$ cat src/rtl/wisc_pkg.sv
// Shared types and constants for the WISC fetch front end.
// Holds the fetch FSM encoding, PC width, reset address and the PC incrementer.
package wisc_pkg;

  localparam int PC_W = 16;
  localparam logic [PC_W-1:0] RESET_PC_DEFAULT = 16'h0000;

  typedef enum logic [1:0] {
    RUN    = 2'd0,
    WAIT   = 2'd1,
    HALTED = 2'd2
  } fetch_state_t;

  // Unsigned modular increment; FFFF wraps to 0000.
  function automatic logic [PC_W-1:0] pc_inc(input logic [PC_W-1:0] pc);
    return pc + PC_W'(1);
  endfunction

endpackage

$ cat src/rtl/pc_fetch_ctrl.sv
// IF-stage program counter and fetch sequencer: holds fetch while a control
// transfer resolves, handles load-use stalls, HLT, and a resolve watchdog.
module pc_fetch_ctrl
  import wisc_pkg::*;
#(
  parameter logic [PC_W-1:0] RESET_PC = RESET_PC_DEFAULT,
  parameter int unsigned     MAX_WAIT = 8
) (
  input  logic            clk,
  input  logic            rst,
  input  logic            stall_in,
  input  logic            ctrl_xfer_id,
  input  logic            halt_id,
  input  logic            resolve_valid,
  input  logic [PC_W-1:0] PC_update,
  input  logic            PC_src,
  input  logic            update_done,
  output logic [PC_W-1:0] pc_out,
  output logic [PC_W-1:0] pc_plus1,
  output logic            fetch_valid,
  output logic            waiting,
  output logic            halted,
  output logic            err_resolve
);

  localparam logic [7:0] C_MAX_WAIT = 8'(MAX_WAIT);

  fetch_state_t    r_state;
  logic [PC_W-1:0] r_pc;
  logic            r_fetch_valid;
  logic [7:0]      r_wait_cnt;
  logic            r_err;

  fetch_state_t    w_state_next;
  logic [PC_W-1:0] w_pc_next;
  logic            w_fetch_valid_next;
  logic [7:0]      w_wait_cnt_next;
  logic            w_err_next;
  logic [7:0]      w_wait_cnt_inc;

  assign w_wait_cnt_inc = (r_wait_cnt == 8'hFF) ? 8'hFF : r_wait_cnt + 8'd1;

  always_ff @(posedge clk) begin
    if (rst) begin
      r_state       <= RUN;
      r_pc          <= RESET_PC;
      r_fetch_valid <= 1'b0;
      r_wait_cnt    <= 8'd0;
      r_err         <= 1'b0;
    end else begin
      r_state       <= w_state_next;
      r_pc          <= w_pc_next;
      r_fetch_valid <= w_fetch_valid_next;
      r_wait_cnt    <= w_wait_cnt_next;
      r_err         <= w_err_next;
    end
  end

  always_comb begin
    w_state_next       = r_state;
    w_pc_next          = r_pc;
    w_fetch_valid_next = r_fetch_valid;
    w_wait_cnt_next    = r_wait_cnt;
    w_err_next         = r_err;
    case (r_state)
      RUN: begin
        // A stall freezes everything; halt/xfer are re-sampled once it drops.
        if (!stall_in) begin
          if (halt_id) begin
            w_state_next       = HALTED;
            w_fetch_valid_next = 1'b0;
          end else if (ctrl_xfer_id) begin
            w_state_next       = WAIT;
            w_fetch_valid_next = 1'b0;
            w_wait_cnt_next    = 8'd0;
          end else begin
            w_pc_next          = pc_inc(r_pc);
            w_fetch_valid_next = 1'b1;
          end
        end
      end
      WAIT: begin
        w_fetch_valid_next = 1'b0;
        if (resolve_valid) begin
          w_state_next       = RUN;
          w_fetch_valid_next = 1'b1;
          if (PC_src) begin
            w_pc_next = PC_update;
          end
          if (update_done != PC_src) begin
            w_err_next = 1'b1;
          end
        end else begin
          w_wait_cnt_next = w_wait_cnt_inc;
          // Watchdog: resume at the held PC rather than deadlock.
          if (w_wait_cnt_inc >= C_MAX_WAIT) begin
            w_err_next         = 1'b1;
            w_state_next       = RUN;
            w_fetch_valid_next = 1'b1;
          end
        end
      end
      HALTED: begin
        w_fetch_valid_next = 1'b0;
      end
      default: begin
        w_state_next       = RUN;
        w_fetch_valid_next = 1'b0;
      end
    endcase
  end

  always_comb begin
    pc_out      = r_pc;
    pc_plus1    = pc_inc(r_pc);
    fetch_valid = r_fetch_valid;
    waiting     = (r_state == WAIT);
    halted      = (r_state == HALTED);
    err_resolve = r_err;
  end

endmodule
$ cat config.mk
export PLATFORM = sky130hd
export DESIGN_NAME = pc_fetch_ctrl
export DESIGN_NICKNAME = d
export VERILOG_FILES = /design/src/rtl/wisc_pkg.sv /design/src/rtl/pc_fetch_ctrl.sv
export SDC_FILE = /design/constraint.sdc
export NUM_CORES = 1
export LEC_CHECK = 0
export ABC_AREA = 1
export BUFFER_PORTS_ARGS = -buffer_cell sky130_fd_sc_hd__buf_2
export CAP_MARGIN = 20
export CELL_PAD_IN_SITES_DETAIL_PLACEMENT = 1
export CELL_PAD_IN_SITES_GLOBAL_PLACEMENT = 2
export CORE_AREA = 2 2 78 110
export DETAILED_ROUTE_END_ITERATION = 6
export DIE_AREA = 0 0 80 112
export GPL_ROUTABILITY_DRIVEN = 0
export PLACE_DENSITY_LB_ADDON = 0.25
export SETUP_SLACK_MARGIN = 0.15
export SLEW_MARGIN = 20
export SYNTH_ARGS = -nofsm -noshare
export SYNTH_HDL_FRONTEND = slang
export SYNTH_SLANG_ARGS = --single-unit
$ cat constraint.sdc
create_clock -name clk -period 1.5 [get_ports clk]
set_input_delay 0.3 -clock clk [delete_from_list [all_inputs] [get_ports clk]]
set_output_delay 0.3 -clock clk [all_outputs]
set_load 0.02 [all_outputs]
## Word level (Yosys, flattened, before mapping)

Index checks and enable logic that the tools add are counted.

- $add $sub $neg: 2
- Order comparisons: 1
- Equality and inequality tests: 14
- Muxes and demuxes: 27
- Bitwise gates (word level): 1
- Reductions and logical operators: 7

Operators with widths:

| operator | number |
|---|---|
| two-way mux 16 bit | 5 |
| two-way mux 8 bit | 5 |
| case mux 16 bit (2 select lines) | 1 |
| adder 16 x 1 -> 16 bit (second input constant) | 1 |
| case mux 8 bit (2 select lines) | 1 |
| inequality test 2 bit (second input constant) | 7 |
| two-way mux 2 bit | 5 |
| adder 8 x 1 -> 8 bit (second input constant) | 1 |
| == test 8 bit (second input constant) | 1 |
| >= comparator 8 x 4 -> 1 bit (second input constant) | 1 |
| two-way mux 1 bit | 8 |
| case mux 2 bit (3 select lines) | 1 |
| AND reduction 6 bit | 1 |
| AND reduction 5 bit | 1 |
| AND reduction 4 bit | 1 |
| nonzero test 2 bit | 2 |
| inequality test 3 x 2 -> 1 bit (second input constant) | 1 |
| inequality test 3 bit (second input constant) | 1 |
| AND reduction 3 bit | 1 |
| == test 2 x 1 -> 1 bit (second input constant) | 1 |
| == test 2 bit (second input constant) | 1 |
| logical NOT 2 bit | 1 |
| inequality test 2 x 1 -> 1 bit (second input constant) | 1 |
| case mux 1 bit (2 select lines) | 1 |
| 2 further kinds | 2 |

- Register bits: 28
- Bits of input ports: 24

## Longest topological paths before layout

Gate-level depths: netlist of the first run.

- Depth in word-level cells: 6
- Gate-level depth with buffers: 12
- Gate-level depth less buffers: 12

## Worst setup path after synthesis of the first run

Ideal clock, no wire load.

- Path kind: register -> output
- Start point: register r_pc[0], in the netlist pc_out[0]
- End point: output pc_plus1[10]
- Data arrival time: 1.599 ns
- Setup slack: -0.399 ns
- Stages on the path, launching flop included: 7
- Path buffers: 0
- Cell sequence: dfxtp_1 -> ha_1 -> nand2_1 -> nor2_4 -> nand4_2 -> nor2_4 -> xor2_1

- Longest elaborated chain between the ends: 1

RTL lines:

| item | RTL line | source |
|---|---|---|
| start, declared | pc_fetch_ctrl.sv:29 | `logic [PC_W-1:0] r_pc;` |
| start signal, assigned | pc_fetch_ctrl.sv:52 | `r_pc <= w_pc_next;` |
| adder 16 x 1 -> 16 bit | wisc_pkg.sv:16 | `return pc + PC_W'(1);` |
| end, declared | pc_fetch_ctrl.sv:19 | `output logic [PC_W-1:0] pc_plus1,` |

No other way between the ends.

## Final worst setup path of the first run

- Start point: register r_pc[0], in the netlist pc_out[0]
- End point: output pc_plus1[13]

Same word-level chain as after synthesis.

==> results.sh, run 1 <==
export IMPL_hold_class="primary input to register"
export IMPL_synth_edf_count=0
export IMPL_violations="setup timing"
export IMPL_yosysWarningCount=0
export IMPL_p_leak_nw=1.752
export IMPL_ff_latch_area_sq_um=599.3
export IMPL_ys_seq_area_frac=0.3131
export IMPL_hpwl_microns=5426
export IMPL_fin_total_pwr_w=0.003231
export IMPL_core_sq_um=8003
export IMPL_mostFrequentLayoutCell="buf_4"
export IMPL_power_frac_seq=0.285
export IMPL_critPathLaunchType="register"
export IMPL_detail_route_vias_per_cell=4.481
export IMPL_clock_sinks=28
export IMPL_area_growth_pct=109.4
export IMPL_layout_common_cells="buf_4, nand2_1, buf_2"
export IMPL_reg2reg_from="pc_out[0]"
export IMPL_top_layer="met4"
export IMPL_combinationalPowerShare=0.516
export IMPL_multi_input_area_sq_um=1562
export IMPL_worst_slew_pin_slew_ns=0.2844
export IMPL_ir_worst_vdd_mv=0.4879
export IMPL_drc_errors=0
export IMPL_max_cap_violations=0
export IMPL_grt_ovfl_total=0
export IMPL_slew_limit_headroom=0.8084
export IMPL_synth_seq_cells=28
export IMPL_ios=60
export IMPL_r2r_cells=13
export IMPL_rows=39
export IMPL_path_max_fanout=3
export IMPL_cp_slowest_cell="dfxtp_4"
export IMPL_diodes=0
export IMPL_max_stage_delay_ns=0.38
export IMPL_outcome="finished with violations"
export IMPL_grt_pass1_vias=2526
export IMPL_final_max_slew_viol_count=0
export IMPL_nets=441
export IMPL_cp_end_kind="output port"
export IMPL_rsz0062_at_grt="yes"
export IMPL_worstPathCellList="nand3_2, nor2_2, nand2_2, nor3_4, nand2_2, xor2_2, buf_4"
export IMPL_grt_max_degree=16
export IMPL_clock_path_buffers=2
export IMPL_setup_violations=21
export IMPL_crit_path_end="pc_plus1[13]"
export IMPL_r2r_end="pc_out[10]"
export IMPL_insertion_delay_ns=0.27
export IMPL_wl_met2_microns=4867
export IMPL_grtUsageTotal=0.1794
export IMPL_arrival_ns=1.67
export IMPL_root_buffer="clkbuf_16"
export IMPL_synth_top_area_cell="dfxtp_1"
export IMPL_switching_share=0.3804
export IMPL_crit_type="register to output port"
export IMPL_cts_htree_levels=1
export IMPL_wl_met3_microns=225
export IMPL_ys_types=32
export IMPL_r2r_slack_ns=-0.32
export IMPL_routedWlPerCell_microns=15.62
export IMPL_drive_gt1_frac=0.6401
export IMPL_first_iter_violations=38
export IMPL_yosysTopAreaCellShare=0.3131
export IMPL_p_int_w=0.002002
export IMPL_p_switching_w=0.001229
export IMPL_antenna_found_initial=0
export IMPL_placed_cells=476
export IMPL_hold_viol=0
export IMPL_ant_nets=0
export IMPL_die_area_sq_um=8960
export IMPL_initial_core_util=0.2237
export IMPL_fmax_ghz=0.5087
export IMPL_tritoncts="yes"
export IMPL_p_clk_frac=0.199
export IMPL_dr_pass1_iters=4
export IMPL_netlist_instances=269
export IMPL_m1WireLength_microns=2889
export IMPL_finalNonFillerCells=516
export IMPL_netlist_top_cells_area="dfxtp_1, nand2_1, a21oi_1"
export IMPL_num_fill_cells=999
export IMPL_cp_common_cell="nand2_2"
export IMPL_fp_dieH_microns=112
export IMPL_grt_pass1_wl_microns=12440
export IMPL_synth_net_count=295
export IMPL_fin_util=0.4686
export IMPL_syn_cell_area_sq_um=1790
export IMPL_skew_ns=0.008980
export IMPL_clk_pin_slew_ns=0.08
export IMPL_die_w_microns=80
export IMPL_numPortBuffers=59
export IMPL_via_count=2312
export IMPL_avgSynthCellArea_sq_um=6.656
export IMPL_drt_wl_total_microns=8060
export IMPL_worstPathRequired_ns=1.20
export IMPL_fin_crit_sh=1.310
export IMPL_ys_flop_type="dfxtp_1"
export IMPL_layout_setup_ws_ns=-0.4656
export IMPL_async_reset_ff_frac=0
export IMPL_cts_buffers=3
export IMPL_p_per_area_nw_per_um2=861.5
export IMPL_crit_start="pc_out[0]"
export IMPL_min_period_ns=1.966
==> layer usage <==
metal	GRT usage	vias up
met2	0.3700	38
met1	0.1837	1115
li1	-	1152
met3	0.02107	7
met5	0	-
met4	0.03729	0
==> registers in the layout, indices dropped and copies added (netlist names) <==
| register | flops |
|---|---|
| r_wait_cnt | 8 |
| fetch_valid | 1 |
| r_state | 2 |
| err_resolve | 1 |
| pc_out | 16 |
==> stage by stage <==
stage / TNS [ns] / area [sq um] / hold slack [ns] / setup WS (ns)
after floorplan: -1.435 / 1947 / 0.3691 / -0.1863
after CTS: -5.180 / 3470 / 0.2896 / -0.4544
after global placement: -1.802 / 2735 / 0.4431 / -0.2276
final: -5.760 / 3750 / 0.2876 / -0.4656
after detailed placement: -2.150 / 2735 / 0.4417 / -0.2477
after global routing: -8.753 / 3750 / 0.3050 / -0.5338
==> final cells by class <==
class                           count  area share
Sequential cell                    28      0.1598
Inverter                           34     0.03604
Timing Repair Buffer              149      0.3327
Multi-Input combinational cell    199      0.4164
Clock inverter                      1    0.001001
Clock buffer                        3     0.02002
Tap cell                          102     0.03403
==> worst max-delay path, delay by kind of cell (launching register included) <==
| family | cells | cell delay (ns) |
|---|---|---|
| flip-flops | 1 | 0.38 |
| buffers and inverters | 1 | 0.17 |
| XOR/XNOR | 1 | 0.21 |
| AND/OR/NAND/NOR | 5 | 0.63 |
==> cells in the mapped netlist, types with 3 or more instances <==
cell and number:
nand3_1 16, buf_2 3, nand3_2 3, inv_1 32, dfxtp_1 28, o211ai_1 3, nor2_1 17, a21oi_1 34
nand2_1 70, nand4_1 3, xor2_1 10, o21ai_0 21
==> cells by family after synthesis <==
kind of cell,share of synthesized area
AOI/OAI and AO/OA,0.1761
xor gates and xnor gates,0.07687
and+or+nand+nor,0.3194
buffers and inverters,0.1006
DFF,0.3131
adders and majority gates,0.01397
==> repair_timing <==
action / 4_1_cts / 5_1_grt
hold buffers: 0 / 0
buffers inserted: 22 / 11
gates resized for setup: 120 / 53
cloned: 3 / 0
pin swaps: 23 / 17
setup endpoints to repair: 45 / 47
==> power groups by stage <==
stage          clock network [W]  registers, W  logic, W
4_1_cts                 0.000661      0.000920   0.00153
3_5_place_dp                   0      0.000923   0.00109
5_1_grt                 0.000690      0.000934   0.00178
3_3_place_gp                   0      0.000918   0.00107
6_report                0.000643      0.000919   0.00167
2_1_floorplan                  0       0.00104  0.000497
==> worst min-delay path by stage <==
stage,start,to,slack (ns),cells past startpoint
finish,PC_update[9],pc_out[9],0.29,3
global route,PC_update[9],pc_out[9],0.31,3
CTS,PC_update[9],pc_out[9],0.29,3
detailed placement,err_resolve,err_resolve,0.44,2
global placement,err_resolve,err_resolve,0.44,2
floorplan,rst,r_wait_cnt[7],0.37,1
(Power assumes the default switching activity.)
==> run 2, diff against run 1 <==
--- a/config.mk
+++ b/config.mk
@@ -6,7 +6,7 @@
 export NUM_CORES = 1
 export LEC_CHECK = 0
 export ABC_AREA = 1
-export BUFFER_PORTS_ARGS = -buffer_cell sky130_fd_sc_hd__buf_2
+export BUFFER_PORTS_ARGS = -buffer_cell sky130_fd_sc_hd__buf_4
 export CAP_MARGIN = 20
 export CELL_PAD_IN_SITES_DETAIL_PLACEMENT = 1
 export CELL_PAD_IN_SITES_GLOBAL_PLACEMENT = 2
==> run 2 against run 1 <==
  * The run still ends with setup timing left
  * Clock power barely moved
  * Worst setup slack got worse by 0.068 ns
  * First-iteration DRC count down 29%
  * Cell area rose by 3.8%
==> results.sh, run 2 (synthesis results as in run 1) <==
export IMPL_fin_area_sq_um=3894
export IMPL_root_buffer="clkbuf_16"
export IMPL_max_stage_delay_ns=0.37
export IMPL_hold_viol=0
export IMPL_mostFrequentLayoutCell="buf_4"
export IMPL_layout_common_cells="buf_4, nand2_1, buf_6"
export IMPL_setup_violations=32
export IMPL_timing_critical_path_buf_inv=2
export IMPL_r2r_end="pc_out[10]"
export IMPL_hold_class="primary input to register"
export IMPL_fin_crit_sh=1.356
export IMPL_grt_max_degree=18
export IMPL_insertion_delay_ns=0.27
export IMPL_r2r_slack_ns=-0.53
export IMPL_critPathTopFamily="simple AND/OR/NAND/NOR gates"
export IMPL_rsz0062_at_grt="yes"
export IMPL_holdWs_ns=0.2884
export IMPL_clock_path_buffers=2
export IMPL_ios=60
export IMPL_ff_latch_area_sq_um=606.8
export IMPL_max_cap_violations=0
export IMPL_setup_tns_ns=-7.534
export IMPL_p_leak_nw=1.787
export IMPL_p_per_area_nw_per_um2=846.5
export IMPL_layout_setup_ws_ns=-0.5340
export IMPL_min_period_ns=2.034
export IMPL_worstPathCellList="ha_4, nand2_4, nor2_4, nand4_4, nor2_4, buf_6, xor2_4, buf_6"
export IMPL_numPortBuffers=59
export IMPL_detail_route_vias_per_cell=4.619
export IMPL_path_max_fanout=3
export IMPL_area_growth_pct=117.5
export IMPL_rows=39
export IMPL_dpl_instance_area_sq_um=2823
export IMPL_grt_pass1_vias=2558
export IMPL_fmax_ghz=0.4916
export IMPL_r2r_cells=14
export IMPL_grt_pass1_wl_microns=12670
export IMPL_diodes=0
export IMPL_ir_worst_vdd_mv=0.5158
export IMPL_hpwl_microns=5234
export IMPL_hold_depth=3
export IMPL_clk_pin_slew_ns=0.08
export IMPL_num_fill_cells=952
export IMPL_first_iter_violations=27
export IMPL_skew_ns=0.007760
export IMPL_nets=439
export IMPL_drc_errors=0
export IMPL_crit_type="register to output port"
export IMPL_clock_sinks=28
export IMPL_violations="setup timing"
export IMPL_antenna_found_initial=0
export IMPL_cts_htree_levels=1
export IMPL_critPathLaunchType="register"
export IMPL_slew_limit_headroom=0.8209
export IMPL_grt_ovfl_total=0
export IMPL_worst_slew_pin_slew_ns=0.2667
export IMPL_cp_slowest_cell="dfxtp_4"
export IMPL_routedWlPerCell_microns=17.11
export IMPL_fin_util=0.4866
export IMPL_whs_endpoint="pc_out[15]"
export IMPL_final_max_slew_viol_count=0
export IMPL_die_area_sq_um=8960
export IMPL_multi_input_area_sq_um=1590
export IMPL_core_sq_um=8003
export IMPL_via_count=2374
export IMPL_outcome="finished with violations"
export IMPL_dr_pass1_iters=3
export IMPL_drive_gt1_frac=0.6578
export IMPL_dp_slack_ns=-0.2326
export IMPL_die_w_microns=80
export IMPL_fp_dieH_microns=112
export IMPL_cp_end_kind="output port"
export IMPL_ant_nets=0
export IMPL_drt_wl_total_microns=8792
export IMPL_reg2reg_from="pc_out[0]"
export IMPL_worstHoldStart="PC_update[15]"
export IMPL_grtUsageTotal=0.1823
export IMPL_tritoncts="yes"
export IMPL_worstPathRequired_ns=1.20
export IMPL_initial_core_util=0.2237
export IMPL_cts_buffers=3
export IMPL_largest_reg_flops=16
export IMPL_ctsHoldBuffers=0
export IMPL_arrival_ns=1.73
-- run 2: stage by stage --
stage | total power, W | instances
detailed placement | 0.002084 | 468
global route | 0.003453 | 514
global placement | 0.002073 | 468
floorplan | 0.001535 | 269
CTS | 0.003080 | 501
finish | 0.003296 | 514
-- run 2: worst max-delay path by stage --
stage | slack, ns | endpoint | depth (start not counted) | from
3_3_place_gp | -0.21 | pc_plus1[10] | 8 | pc_out[1]
2_1_floorplan | -0.19 | pc_plus1[12] | 7 | pc_out[1]
3_5_place_dp | -0.23 | pc_plus1[12] | 8 | pc_out[1]
6_report | -0.53 | pc_plus1[10] | 8 | pc_out[0]
4_1_cts | -0.44 | pc_plus1[10] | 8 | pc_out[0]
5_1_grt | -0.61 | pc_out[10] | 14 | pc_out[0]
-- run 2: layout make-up --
class	instances	area share
Clock buffer	4	0.02024
Multi-Input combinational cell	199	0.4084
Inverter	34	0.03470
Tap cell	102	0.03278
Timing Repair Buffer	147	0.3480
Sequential cell	28	0.1558
-- run 2: layer usage --
metal / global-route usage / wire [microns]
met1: 0.1735 / 2884
met2: 0.3817 / 5356
met3: 0.03323 / 309
met4: 0.03955 / 242
met5: 0 / 0
-- run 2: repair_timing --
action / in CTS / in global routing
gates cloned: 4 / 0
resized for setup: 119 / 51
setup buffers: 25 / 13
pin swaps: 33 / 14
endpoints found under the hold margin: 0 / 0
endpoints found under the setup margin: 44 / 45
-- run 2: power breakdown --
part | internal, W | switching (W) | total, W | leakage, nW
clock network | 0.000365 | 0.000280 | 0.000645 | 0.0382
registers | 0.000829 | 0.0000960 | 0.000925 | 0.240
logic | 0.000854 | 0.000872 | 0.00173 | 1.51
-- run 2: worst min-delay path, cell delays in order --
cell and delay [ns]:
buf_4 0.08, a21oi_2 0.04, a21oi_1 0.10
==> run 3, diff against run 2 <==
--- a/config.mk
+++ b/config.mk
@@ -10,9 +10,9 @@
 export CAP_MARGIN = 20
 export CELL_PAD_IN_SITES_DETAIL_PLACEMENT = 1
 export CELL_PAD_IN_SITES_GLOBAL_PLACEMENT = 2
-export CORE_AREA = 2 2 78 110
+export CORE_AREA = 2 2 74 104
 export DETAILED_ROUTE_END_ITERATION = 6
-export DIE_AREA = 0 0 80 112
+export DIE_AREA = 0 0 76 106
 export GPL_ROUTABILITY_DRIVEN = 0
 export PLACE_DENSITY_LB_ADDON = 0.25
 export SETUP_SLACK_MARGIN = 0.15
==> constraint.sdc (replaced) <==
create_clock -name clk -period 2.2 [get_ports clk]
set_input_delay 0.44 -clock clk [delete_from_list [all_inputs] [get_ports clk]]
set_output_delay 0.44 -clock clk [all_outputs]
set_load 0.02 [all_outputs]
==> run 3 against run 2 <==
  * The run now ends clean
  * Non-clock buffer count down 74
  * Utilization down 13 points
  * Die area down 10%
  * First-iteration DRC count up 96%
  * Via count down 16%
  * Hold slack better by 0.12 ns
  * Clock power down 48%
  * Sequential share of layout area up 7.0 points
  * Critical path depth unchanged
  * Cell area down 34%
  * Routed wire length down 30%
==> results.sh, run 3 (synthesis results as in run 1) <==
export IMPL_hpwl_microns=4666
export IMPL_skew_ns=0.007961
export IMPL_switching_share=0.3873
export IMPL_fp_dieH_microns=106
export IMPL_p_leak_nw=1.225
export IMPL_detail_route_vias_per_cell=4.582
export IMPL_die_w_microns=76
export IMPL_grt_ovfl_total=0
export IMPL_grt_pass1_vias=2085
export IMPL_min_period_ns=2.123
export IMPL_p_switching_w=0.0006421
export IMPL_setup_violations=0
export IMPL_ff_latch_area_sq_um=578.1
export IMPL_largest_reg_flops=16
export IMPL_drt_wl_total_microns=6117
export IMPL_critPathTopFamily="simple AND/OR/NAND/NOR gates"
export IMPL_routedWlPerCell_microns=14.06
export IMPL_cp_end_kind="output port"
export IMPL_num_fill_cells=944
export IMPL_via_count=1993
export IMPL_nets=365
export IMPL_max_cap_violations=0
export IMPL_p_int_w=0.001016
export IMPL_cp_common_cell="nor2_4"
export IMPL_worst_slew_pin_slew_ns=0.6312
export IMPL_dp_slack_ns=0.2162
export IMPL_tritoncts="yes"
export IMPL_grt_pass1_wl_microns=10050
export IMPL_rsz0062_at_grt="yes"
export IMPL_grt_max_degree=20
export IMPL_cp_slowest_cell="dfxtp_4"
export IMPL_worstPathRequired_ns=1.76
export IMPL_combinationalPowerShare=0.415
export IMPL_die_area_sq_um=8056
export IMPL_p_clk_frac=0.203
export IMPL_dr_pass1_iters=4
export IMPL_area_growth_pct=42.84
export IMPL_drc_errors=0
export IMPL_timing_critical_path_buf_inv=1
export IMPL_p_per_area_nw_per_um2=648.2
export IMPL_diodes=0
export IMPL_worstPathCellList="ha_4, nand2_4, nor2_4, nand4_4, nor2_4, nand3_2, xnor2_2, buf_6"
export IMPL_slew_limit_headroom=0.5764
export IMPL_crit_type="register to output port"
export IMPL_cts_buffers=3
export IMPL_clock_path_buffers=2
export IMPL_layout_setup_ws_ns=0.07735
export IMPL_power_frac_seq=0.382
export IMPL_cts_htree_levels=1
export IMPL_initial_core_util=0.2495
export IMPL_rows=37
export IMPL_ant_nets=0
export IMPL_hold_viol=0
export IMPL_core_sq_um=7176
export IMPL_antenna_found_initial=0
export IMPL_ios=60
export IMPL_grtUsageTotal=0.1552
export IMPL_arrival_ns=1.68
export IMPL_hold_class="primary input to register"
export IMPL_multi_input_area_sq_um=1104
export IMPL_mostFrequentLayoutCell="buf_4"
export IMPL_insertion_delay_ns=0.28
export IMPL_numPortBuffers=59
export IMPL_clk_pin_slew_ns=0.11
export IMPL_drive_gt1_frac=0.3166
export IMPL_first_iter_violations=53
export IMPL_final_max_slew_viol_count=0
export IMPL_fmax_ghz=0.4711
export IMPL_ir_worst_vdd_mv=0.2493
export IMPL_outcome="completed"
export IMPL_fin_crit_sh=0.9648
export IMPL_clock_sinks=28
export IMPL_layout_common_cells="buf_4, nand2_1, a21oi_1"
export IMPL_max_stage_delay_ns=0.38
export IMPL_path_max_fanout=3
export IMPL_critPathLaunchType="register"
export IMPL_ctsHoldBuffers=0
export IMPL_root_buffer="clkbuf_8"
export IMPL_fin_util=0.3564
-- run 3: cell type report --
cell class              count  area share
repair buffers             73      0.2236
clock buffers               4     0.02153
inverters                  34     0.04990
flip-flops and latches     28      0.2260
multi-input cells         199      0.4315
well taps                  97     0.04746
-- run 3: power by group through the flow --
| stage | combinational [W] | sequential, W | clock (W) |
|---|---|---|---|
| finish | 0.000689 | 0.000633 | 0.000336 |
| global route | 0.000758 | 0.000644 | 0.000368 |
| CTS | 0.000684 | 0.000633 | 0.000350 |
| detailed placement | 0.000643 | 0.000638 | 0 |
| global placement | 0.000645 | 0.000636 | 0 |
| floorplan | 0.000316 | 0.000687 | 0 |
-- run 3: metal layers --
layer	wire, microns	vias up	part of all wire	track usage
met3	255	8	0.042	0.03141
met2	3283	35	0.54	0.3004
met1	2470	942	0.40	0.1674
met4	108	0	0.018	0.04935
met5	0	-	0	0
li1	-	1008	-	-
-- run 3: path summary, 6_finish.rpt --
| kind | from | end | slack, ns | depth (start not counted) |
|---|---|---|---|---|
| worst min register to register | err_resolve | err_resolve | 0.46 | 2 |
| worst min-delay path | rst | r_state[1] | 0.41 | 2 |
| worst max register to register | r_wait_cnt[1] | err_resolve | 0.45 | 11 |
| worst max-delay path | pc_out[0] | pc_plus1[12] | 0.08 | 8 |
-- run 3: what timing repair did --
item / CTS / global route
endpoints found under the setup margin: 10 / 11
cloned: 0 / 0
pin swaps: 9 / 8
gates resized for setup: 16 / 9
setup buffers: 6 / 2
-- run 3: per-stage QoR --
stage	total power, W	cells	area (sq um)	TNS (ns)	hold WS (ns)
3_5_place_dp	0.001281	423	2347	0	0.4463
2_1_floorplan	0.001003	269	1790	0	0.4613
3_3_place_gp	0.001281	423	2347	0	0.4470
5_1_grt	0.001770	435	2557	-0.02446	0.4197
4_1_cts	0.001667	433	2515	-0.001786	0.4128
6_report	0.001658	435	2557	0	0.4124
